## config.mk

```make
export PLATFORM = sky130hd
export DESIGN_NAME = veggie_scheduler_flat
export DESIGN_NICKNAME = d
export VERILOG_FILES = /design/src/rtl/veggie_pkg.sv /design/src/rtl/veggie_scheduler_if.sv /design/src/rtl/veggie_scheduler_lfsr16.sv /design/src/rtl/veggie_scheduler.sv /design/src/flat_wrapper.sv
export SDC_FILE = /design/constraint.sdc
export NUM_CORES = 1
export LEC_CHECK = 0
export ABC_AREA = 1
export BUFFER_PORTS_ARGS = -buffer_cell sky130_fd_sc_hd__buf_2
export CORE_MARGIN = 4
export CORE_UTILIZATION = 58
export CTS_CLUSTER_SIZE = 10
export DETAILED_ROUTE_END_ITERATION = 16
export PLACE_DENSITY = 0.93
export SLEW_MARGIN = 5
export SYNTH_ARGS = -nofsm -noshare
export SYNTH_HDL_FRONTEND = slang
export SYNTH_HIERARCHICAL = 1
export SYNTH_SLANG_ARGS = --single-unit
```

## constraint.sdc

```tcl
create_clock -name frame_clk -period 5.2 [get_ports frame_clk]
set_clock_uncertainty 0.05 [all_clocks]
set_input_delay 0.78 -clock frame_clk [delete_from_list [all_inputs] [get_ports frame_clk]]
set_output_delay 0.78 -clock frame_clk [all_outputs]
set_load 0.1 [all_outputs]
```

## src/rtl/veggie_pkg.sv

```systemverilog
// Shared types and constants for the veggie game scheduler.
package veggie_pkg;

  typedef enum logic [1:0] {
    IDLE = 2'd0,
    PLAY = 2'd1,
    OVER = 2'd2
  } game_state_t;

  localparam logic [15:0] KEY_START = 16'h0028;
  localparam logic [15:0] LFSR_MASK = 16'hB400;

  localparam logic [9:0] VX_NEG2 = 10'h3FE;
  localparam logic [9:0] VX_NEG1 = 10'h3FF;
  localparam logic [9:0] VX_POS1 = 10'h001;
  localparam logic [9:0] VX_POS2 = 10'h002;

  localparam int unsigned VY_BASE = 5;

  function automatic logic [9:0] vx_lookup(input logic [1:0] sel);
    logic [9:0] vx;
    case (sel)
      2'b00:   vx = VX_NEG2;
      2'b01:   vx = VX_NEG1;
      2'b10:   vx = VX_POS1;
      default: vx = VX_POS2;
    endcase
    return vx;
  endfunction

endpackage

```

## src/rtl/veggie_scheduler_if.sv

```systemverilog
// Link between the scheduler and the projectile mover array.
interface veggie_scheduler_if #(
  parameter int NUM_SLOTS = 4
);
  localparam int SLOT_W = (NUM_SLOTS > 1) ? $clog2(NUM_SLOTS) : 1;

  logic [NUM_SLOTS-1:0] slot_sliced;
  logic [NUM_SLOTS-1:0] slot_done;
  logic [NUM_SLOTS-1:0] slot_active;
  logic                 spawn_valid;
  logic [SLOT_W-1:0]    spawn_slot;
  logic [9:0]           spawn_x;
  logic [9:0]           spawn_vx;
  logic [9:0]           spawn_vy;

  modport master (
    input  slot_sliced, slot_done,
    output slot_active, spawn_valid, spawn_slot, spawn_x, spawn_vx, spawn_vy
  );

  modport slave (
    output slot_sliced, slot_done,
    input  slot_active, spawn_valid, spawn_slot, spawn_x, spawn_vx, spawn_vy
  );
endinterface

```

## src/rtl/veggie_scheduler_lfsr16.sv

```systemverilog
// 16-bit right-shifting Galois LFSR; advances on every non-reset frame.
module lfsr16
  import veggie_pkg::*;
#(
  parameter logic [15:0] SEED = 16'hACE1
) (
  input  logic        frame_clk,
  input  logic        Reset,
  output logic [15:0] value
);

  always_ff @(posedge frame_clk) begin
    if (Reset) value <= SEED;
    else       value <= {1'b0, value[15:1]} ^ (value[0] ? LFSR_MASK : 16'h0000);
  end

endmodule

```

## src/rtl/veggie_scheduler.sv

```systemverilog
// Game flow, slot bookkeeping and launch scheduling for the projectile movers.
//   state | meaning
//   IDLE  | after reset, all outputs zero, waiting for Enter
//   PLAY  | retiring sliced/missed slots, launching on the spawn timer
//   OVER  | miss limit reached, score frozen, waiting for Enter
module veggie_scheduler
  import veggie_pkg::*;
#(
  parameter int unsigned   NUM_SLOTS    = 4,
  parameter int unsigned   SPAWN_PERIOD = 90,
  parameter int unsigned   MAX_MISSES   = 3,
  parameter logic [15:0]   LFSR_SEED    = 16'hACE1,
  parameter int unsigned   X_MIN        = 64,
  parameter int unsigned   X_MAX        = 575
) (
  input  logic                frame_clk,
  input  logic                Reset,
  input  logic [15:0]         CodeKey,
  veggie_scheduler_if.master  bus,
  output logic [15:0]         score,
  output logic [1:0]          misses,
  output logic [1:0]          game_state
);

  localparam int SLOT_W  = (NUM_SLOTS > 1) ? $clog2(NUM_SLOTS) : 1;
  localparam int TIMER_W = $clog2(SPAWN_PERIOD + 1);

  game_state_t          state_q, state_d;
  logic [TIMER_W-1:0]   timer_q, timer_d;
  logic                 key_q;
  logic [15:0]          score_q, score_d;
  logic [1:0]           misses_q, misses_d;
  logic [NUM_SLOTS-1:0] active_q, active_d;
  logic                 valid_q, valid_d;
  logic [SLOT_W-1:0]    slot_q, slot_d;
  logic [9:0]           x_q, x_d, vx_q, vx_d, vy_q, vy_d;

  logic [15:0]          lfsr_val;
  logic                 key_is_start, start_evt;
  logic [NUM_SLOTS-1:0] sliced_hit, done_hit;
  logic [16:0]          score_sum;
  logic [3:0]           miss_sum;
  logic                 free_found;
  logic [SLOT_W-1:0]    free_idx;
  logic [10:0]          x_sum;
  logic                 unused_lfsr;

  lfsr16 #(.SEED(LFSR_SEED)) u_lfsr (
    .frame_clk (frame_clk),
    .Reset     (Reset),
    .value     (lfsr_val)
  );

  assign unused_lfsr  = ^{lfsr_val[15:14], lfsr_val[9]};
  assign key_is_start = (CodeKey == KEY_START);
  assign start_evt    = key_is_start && !key_q;

  always_ff @(posedge frame_clk) begin
    if (Reset) begin
      state_q  <= IDLE;
      timer_q  <= '0;
      key_q    <= 1'b0;
      score_q  <= '0;
      misses_q <= '0;
      active_q <= '0;
      valid_q  <= 1'b0;
      slot_q   <= '0;
      x_q      <= '0;
      vx_q     <= '0;
      vy_q     <= '0;
    end else begin
      state_q  <= state_d;
      timer_q  <= timer_d;
      key_q    <= key_is_start;
      score_q  <= score_d;
      misses_q <= misses_d;
      active_q <= active_d;
      valid_q  <= valid_d;
      slot_q   <= slot_d;
      x_q      <= x_d;
      vx_q     <= vx_d;
      vy_q     <= vy_d;
    end
  end

  always_comb begin
    state_d    = state_q;
    timer_d    = timer_q;
    score_d    = score_q;
    misses_d   = misses_q;
    active_d   = active_q;
    valid_d    = 1'b0;
    slot_d     = slot_q;
    x_d        = x_q;
    vx_d       = vx_q;
    vy_d       = vy_q;

    // A slice on the same slot masks a simultaneous miss.
    sliced_hit = bus.slot_sliced & active_q;
    done_hit   = bus.slot_done & active_q & ~bus.slot_sliced;
    score_sum  = {1'b0, score_q} + 17'($countones(sliced_hit));
    miss_sum   = {2'b00, misses_q} + 4'($countones(done_hit));

    // Free slot search uses the registered mask, so same-cycle retires wait a frame.
    free_found = 1'b0;
    free_idx   = '0;
    for (int i = 0; i < NUM_SLOTS; i++) begin
      if (!active_q[i] && !free_found) begin
        free_found = 1'b1;
        free_idx   = SLOT_W'(i);
      end
    end

    x_sum = 11'(X_MIN) + {2'b00, lfsr_val[8:0]};

    case (state_q)
      IDLE, OVER: begin
        if (start_evt) begin
          state_d  = PLAY;
          score_d  = '0;
          misses_d = '0;
          active_d = '0;
          timer_d  = '0;
        end
      end
      PLAY: begin
        score_d  = score_sum[16] ? 16'hFFFF : score_sum[15:0];
        active_d = active_q & ~(sliced_hit | done_hit);
        if (miss_sum >= 4'(MAX_MISSES)) begin
          misses_d = 2'(MAX_MISSES);
          state_d  = OVER;
          active_d = '0;
        end else begin
          misses_d = miss_sum[1:0];
          if (timer_q != '0) begin
            timer_d = timer_q - 1'b1;
          end else if (free_found) begin
            valid_d            = 1'b1;
            slot_d             = free_idx;
            active_d[free_idx] = 1'b1;
            timer_d            = TIMER_W'(SPAWN_PERIOD - 1);
            x_d  = (x_sum > 11'(X_MAX)) ? 10'(X_MAX) : x_sum[9:0];
            vx_d = vx_lookup(lfsr_val[11:10]);
            vy_d = 10'd0 - (10'(VY_BASE) + {8'b0, lfsr_val[13:12]});
          end
        end
      end
      default: state_d = IDLE;
    endcase
  end

  assign score           = score_q;
  assign misses          = misses_q;
  assign game_state      = state_q;
  assign bus.slot_active = active_q;
  assign bus.spawn_valid = valid_q;
  assign bus.spawn_slot  = slot_q;
  assign bus.spawn_x     = x_q;
  assign bus.spawn_vx    = vx_q;
  assign bus.spawn_vy    = vy_q;

endmodule

```

## src/flat_wrapper.sv

```systemverilog
// flat-port wrapper written by rule: the top's interface ports become plain ports
module veggie_scheduler_flat import veggie_pkg::*;
#(
  parameter int unsigned   NUM_SLOTS    = 4,
  parameter int unsigned   SPAWN_PERIOD = 90,
  parameter int unsigned   MAX_MISSES   = 3,
  parameter logic [15:0]   LFSR_SEED    = 16'hACE1,
  parameter int unsigned   X_MIN        = 64,
  parameter int unsigned   X_MAX        = 575
)
  (frame_clk, Reset, CodeKey, score, misses, game_state, bus_slot_sliced, bus_slot_done, bus_slot_active, bus_spawn_valid, bus_spawn_slot, bus_spawn_x, bus_spawn_vx, bus_spawn_vy);
  veggie_scheduler_if #(.NUM_SLOTS(NUM_SLOTS)) bus_i ();
  input  logic frame_clk;
  input  logic Reset;
  input  logic [15:0] CodeKey;
  output logic [15:0] score;
  output logic [1:0] misses;
  output logic [1:0] game_state;
  input wire logic [$bits(bus_i.slot_sliced)-1:0] bus_slot_sliced;
  input wire logic [$bits(bus_i.slot_done)-1:0] bus_slot_done;
  output wire logic [$bits(bus_i.slot_active)-1:0] bus_slot_active;
  output wire logic [$bits(bus_i.spawn_valid)-1:0] bus_spawn_valid;
  output wire logic [$bits(bus_i.spawn_slot)-1:0] bus_spawn_slot;
  output wire logic [$bits(bus_i.spawn_x)-1:0] bus_spawn_x;
  output wire logic [$bits(bus_i.spawn_vx)-1:0] bus_spawn_vx;
  output wire logic [$bits(bus_i.spawn_vy)-1:0] bus_spawn_vy;
  assign bus_i.slot_sliced = bus_slot_sliced;
  assign bus_i.slot_done = bus_slot_done;
  assign bus_slot_active = bus_i.slot_active;
  assign bus_spawn_valid = bus_i.spawn_valid;
  assign bus_spawn_slot = bus_i.spawn_slot;
  assign bus_spawn_x = bus_i.spawn_x;
  assign bus_spawn_vx = bus_i.spawn_vx;
  assign bus_spawn_vy = bus_i.spawn_vy;
  veggie_scheduler #(.NUM_SLOTS(NUM_SLOTS), .SPAWN_PERIOD(SPAWN_PERIOD), .MAX_MISSES(MAX_MISSES), .LFSR_SEED(LFSR_SEED), .X_MIN(X_MIN), .X_MAX(X_MAX)) u_core (.frame_clk(frame_clk), .Reset(Reset), .CodeKey(CodeKey), .bus(bus_i), .score(score), .misses(misses), .game_state(game_state));
endmodule
```

; ---- Word-level counts from Yosys, hierarchy flattened
; Index checks and enable logic that the tools add are counted.
[totals]
register_bits = 81
inputBits = 26
output_inout_bits = 57
word_cells = 102
[classes]
add_sub_neg = 12
magnitude_cmp = 4
n_eq_ne = 9
n_mux = 32
n_bitwise = 12
n_reduce_logical = 21
[ops]
columns = operator, count
row1 = $mux 16, 3
row2 = $pmux 16 s2, 1
row3 = $pmux 10 s3, 1
row4 = $mux 7, 4
row5 = $add 16x17->17, 1
row6 = $add 17x17->17, 1
row7 = $and 4x4->4, 4
row8 = $eq 16x6->1 const B, 1
row9 = $mux 4, 4
row10 = $xor 15x16->16, 1
row11 = $pmux 7 s2, 1
row12 = $mux 2, 6
row13 = $gt 11x10->1 const B, 1
row14 = $add 7x9->10 const A, 1
row15 = $mux 10, 1
row16 = $sub 1x10->10 const A, 1
row17 = $add 1x1->2, 4
row18 = $not 4->4, 2
row19 = $or 4x4->4, 2
row20 = $pmux 2 s2, 2
row21 = $pmux 4 s2, 1
row22 = $reduce_and 4->1, 2
row23 = $mux 1, 7
row24 = $reduce_bool 7->1, 1
row25 = 21 further kinds, 37

; ---- Longest topological paths before layout
[logic_depth]
depth_word = 18
ltp_mapped = 16
ltp_nobuf = 16

; ---- Modules after synthesis
; The synthesis kept the hierarchy.
[by_module_without_submodules]
columns = module, instances, cells_each, area_per_inst_um2, seq_area_each_um2
row1 = veggie_scheduler, 1, 439, 3089.2, 1021.0
row2 = lfsr16, 1, 51, 474.2, 320.3

; ---- Least setup slack after synthesis
; No wires, ideal clock.
[synth_timing]
path_kind = register to register
from = reg u_core.active_q[0] (netlist: u_core/bus.slot_active[0])
to = reg u_core.slot_q[0] (netlist: u_core/bus.spawn_slot[0])
setup_time_ns = 0.117
t_arrival_ns = 3.499
t_required_ns = 5.033
path_slack_ns = 1.534
stages_incl_launch_ff = 14
path_buffers = 1
period_less_slack_ns = 3.666
cell_sequence = dfxtp_1 -> nand3b_1 -> fa_1 -> fa_1 -> inv_1 -> fa_1 -> inv_1 -> o21ai_2 -> nor2_8 -> nand3_4 -> inv_4 -> buf_8 -> nand3_2 -> o211a_1
[synth_between]
elab_chain_cells = 9
elab_cells_between_ends = 20
cone_classes = add/sub (3) / order compare (1) / mux (7) / bitwise (3) / reduce/logical (6)
[synth_lines]
columns = item, line
row1 = start: declaration, veggie_scheduler.sv:33  ; logic [NUM_SLOTS-1:0] active_q, active_d;
row2 = start signal: assignment, veggie_scheduler.sv:77  ; active_q <= active_d;
row3 = branches (longest 9 deep; another with $add 4x4->4), -
row4 = end signal: assignment, veggie_scheduler.sv:79  ; slot_q <= slot_d;
row5 = end: declaration, veggie_scheduler.sv:35  ; logic [SLOT_W-1:0] slot_q, slot_d;
; Several ways; the timed one is not identified.
; A chain may end at the register's enable or synchronous reset.

; ---- Worst setup path after layout
[layout_timing]
from = in bus_slot_sliced[0]
to = reg u_core.vy_q[1] (netlist: u_core/bus.spawn_vy[1])
[layout_between]
elab_chain_cells = 8
[layout_lines]
columns = item, line
row1 = start: declaration, flat_wrapper.sv:19  ; input wire logic [$bits(bus_i.slot_sliced)-1:0] bus_slot_sliced;
row2 = $not 4->4, veggie_scheduler.sv:100  ; done_hit = bus.slot_done & active_q & ~bus.slot_sliced;
row3 = $and 4x4->4, veggie_scheduler.sv:100
row4 = $add 1x1->2 (implied by the code), veggie_scheduler.sv:102  ; miss_sum = {2'b00, misses_q} + 4'($countones(done_hit));
row5 = $add 4x4->4 (implied by the code), veggie_scheduler.sv:102
row6 = $add 2x4->4, veggie_scheduler.sv:102
row7 = $ge 4x2->1, veggie_scheduler.sv:129  ; if (miss_sum >= 4'(MAX_MISSES)) begin
row8 = $not 1->1 (no line), -
row9 = $reduce_and 4->1 (no line), -
row10 = end signal: assignment, veggie_scheduler.sv:82  ; vy_q <= vy_d;
row11 = end: declaration, veggie_scheduler.sv:36  ; logic [9:0] x_q, x_d, vx_q, vx_d, vy_q, vy_d;
; Every way passes these cells.

==> qor.yml <==
synth:
  yosys_warnings: 6
  netlist_area_sq_mm: 0.003563
  synth_cell_type_count: 42
  async_flop_share_pct: 0
  ys_seq_area_share_pct: 37.64
  syn_area_per_cell_sq_um: 7.272
  syn_nets: 529
  ys_seq_elements: 67
  synth-edff-count: 0
  synth_ff_type: "dfxtp_1"
  syn_inst: 490
drt:
  drtIter0Drc: 293
  routedWlPerCell_microns: 13.61
  viasPerCell: 5.482
  first_pass_iters: 5
  ant_nets: 0
  via_count: 3492
  drc: 0
  routed_wl_microns: 8668
floorplan:
  die_h_microns: 86.38
  start_util_pct: 59.83
  die-area_sq_mm: 0.007462
  die_w_microns: 86.38
  core_area_sq_mm: 0.005956
  ios: 83
  placementRows: 28
clock_network:
  clkTransAtPathRegs_ns: 0.08
  cts_htree_levels: 3
  holdBufCountCts: 0
  clockBufferDepth: 2
  root_buffer: "clkbuf_8"
  cts_sinks: 67
  tritoncts: "done"
  clock_latency_ns: 0.34
  ctsResizeCount: 0
  cts_buffers: 9
  postCtsSetupBuffers: 0
power_and_ir_drop:
  power_leakage_nw: 1.878
  power.internal_uw: 765.5
  clkPwrFrac_pct: 44.5
  switching_power_uw: 256.3
  peakVddDrop_v: 0.0002183
  p_total_mw: 1.022
  powerDensity_mw_per_mm2: 249.7
  swShare_pct: 25.08
  power_frac_comb_pct: 3.9
  sequentialPowerShare_pct: 51.6
global_routing:
  antenna_found_initial: 0
  grt_pass1_vias: 3212
  grt_pass1_wl_microns: 14400
  grt_max_degree: 44
  grt_usage_pct: 23.99
  grt-ovfl-total: 0
timing:
  min_period_ns: 3.426
  report.final.slew_viol_count: 0
  post-route-period-util_pct: 65.89
  rsz0062_at_grt: "no"
  relSlewSlack_pct: 45.46
  tns_ns: 0
  setup_viol_count_final: 0
  final-hold-violation-count: 0
  worst_pin_slew_ns: 0.8172
  finalWorstSetupSlack_ns: 1.774
  clock.fmax_mhz: 291.9
placement:
  post_dp_cell_area_sq_mm: 0.003886
  gp_congestion: 0.8798
  dpl.hpwl_microns: 5912
  preCtsSetupSlack_ns: 1.493
  port_buffers: 81
flow_run:
  cap_violations: 0
cells_and_area:
  antenna_cells: 0
  drive_above_1_share_pct: 22.42
  nNetsFinal: 596
  utilization_pct: 68.70
  syn2layout_area_growth_pct: 14.82
  fin_area_sq_mm: 0.004091
worst_setup_path:
  cp_max_fo: 24
  end_kind: "flop"
  timing.rr.start: "u_core/bus.slot_active[2]"
  cp-start-kind: "input pin"
  cp.required_ns: 5.43
  arrival_ns: 3.66
  critPathKind: "input pin to flop"
  r2r_slack_ns: 1.82
  crit_path_start: "bus_slot_sliced[0]"
run_status:
  status: "finished clean"
min_path:
  min_path_type: "flop to flop"
  min-delay-start: "u_core/u_lfsr/value[9]"
layout by cell type (no fill, tap or decap), drive strengths merged, types with 2 or more instances in the layout:
cell type	n
a21oi	33
buf	81
clkbuf	9
dfxtp	67
fa	6
ha	7
inv	64
nand2	110
nand3	41
nand3b	5
nand4	6
nor2	67
nor3	9
o211a	2
o21ai	33
or2	7
xnor2	2
xor2	5
state kept, by name, indices dropped and copies added, names as in the netlist:
signal                  cells
u_core/bus.slot_active      4
u_core/bus.spawn_slot       2
u_core/bus.spawn_valid      1
u_core/bus.spawn_vx         3
u_core/bus.spawn_vy         3
u_core/bus.spawn_x         10
u_core/game_state           2
u_core/key_q                1
u_core/misses               2
u_core/score               16
u_core/timer_q              7
u_core/u_lfsr/value        16
power by group through the flow:
stage / Sequential, mW / Combinational, mW / Clock [mW]
after floorplan: 0.537 / 0.0259 / 0
after global placement: 0.538 / 0.0377 / 0
after detailed placement: 0.539 / 0.0391 / 0
after CTS: 0.527 / 0.0399 / 0.456
after global routing: 0.528 / 0.0451 / 0.486
final: 0.527 / 0.0403 / 0.454
path summary, 6_finish.rpt:
path | end | cells after the start
worst min register to register | u_core/u_lfsr/value[8] | 2
worst max-delay path | u_core/bus.spawn_vy[1] | 13
worst min-delay path | u_core/u_lfsr/value[8] | 2
worst max register to register | u_core/bus.spawn_vy[1] | 14
area by class of cell:
type / instances / area [sq um]
clock buffers: 9 / 123.9
clock inverters: 7 / 81.33
fillers: 468 / 1864
inverters: 59 / 226.5
multi-input cells: 339 / 1819
flip-flops and latches: 67 / 1341
well taps: 75 / 93.84
repair buffers: 81 / 405.4
through the flow:
stage	hold slack, ns	std cells
finish	0.3688	637
detailed placement	0.3566	621
global route	0.3796	637
CTS	0.3694	637
global placement	0.3429	621
floorplan	0.3383	490
cells in the mapped netlist (3+ instances only):
library cell  instances  share of area (%)
o21ai_2               7                1.7
inv_2                 3               0.32
nor3_1                9                1.3
clkbuf_1              4               0.42
o21ai_1               5               0.70
ha_1                  7                2.5
nand3b_1              5                1.1
nand4_1               5               0.88
nand3_1              37                5.2
nor2_2                4               0.70
xor2_1                5                1.2
o21ai_0              21                2.9
buf_4                14                2.9
or2_1                 5               0.88
dfxtp_1              67                 38
inv_1                54                5.7
nand2_1             109                 11
a21oi_1              31                4.4
nor2_1               60                6.3
fa_1                  6                3.4
routing by layer:
metal	part of all wire, %	routed length [microns]	global-route usage, %
met1	41	3587	30.25
met2	47	4076	38.60
met3	9.1	791	6.464
met4	2.4	212	10.48
met5	0	0	0
kinds of logic (layout without fill, tap and decap cells):
family	Yosys count	after routing	synth area share, %
fa+ha+maj	13	13	5.829
flops	67	67	37.64
compound gates	71	71	11.38
xor+xnor	7	7	1.721
buf+inv	84	156	11.31
other cells	1	1	0.1052
simple gates	247	247	32.02
critical path, stage by stage:
cell and delay, ns:
buf_2 0.10, nand3b_1 0.21, fa_1 0.54, fa_1 0.42, inv_1 0.09, fa_1 0.41, inv_1 0.10, o21ai_2 0.12
nor2_8 0.15, nand3_4 0.15, inv_4 0.27, o21ai_0 0.13, a21oi_1 0.16
No activity file was read; power rests on OpenSTA's default activity.
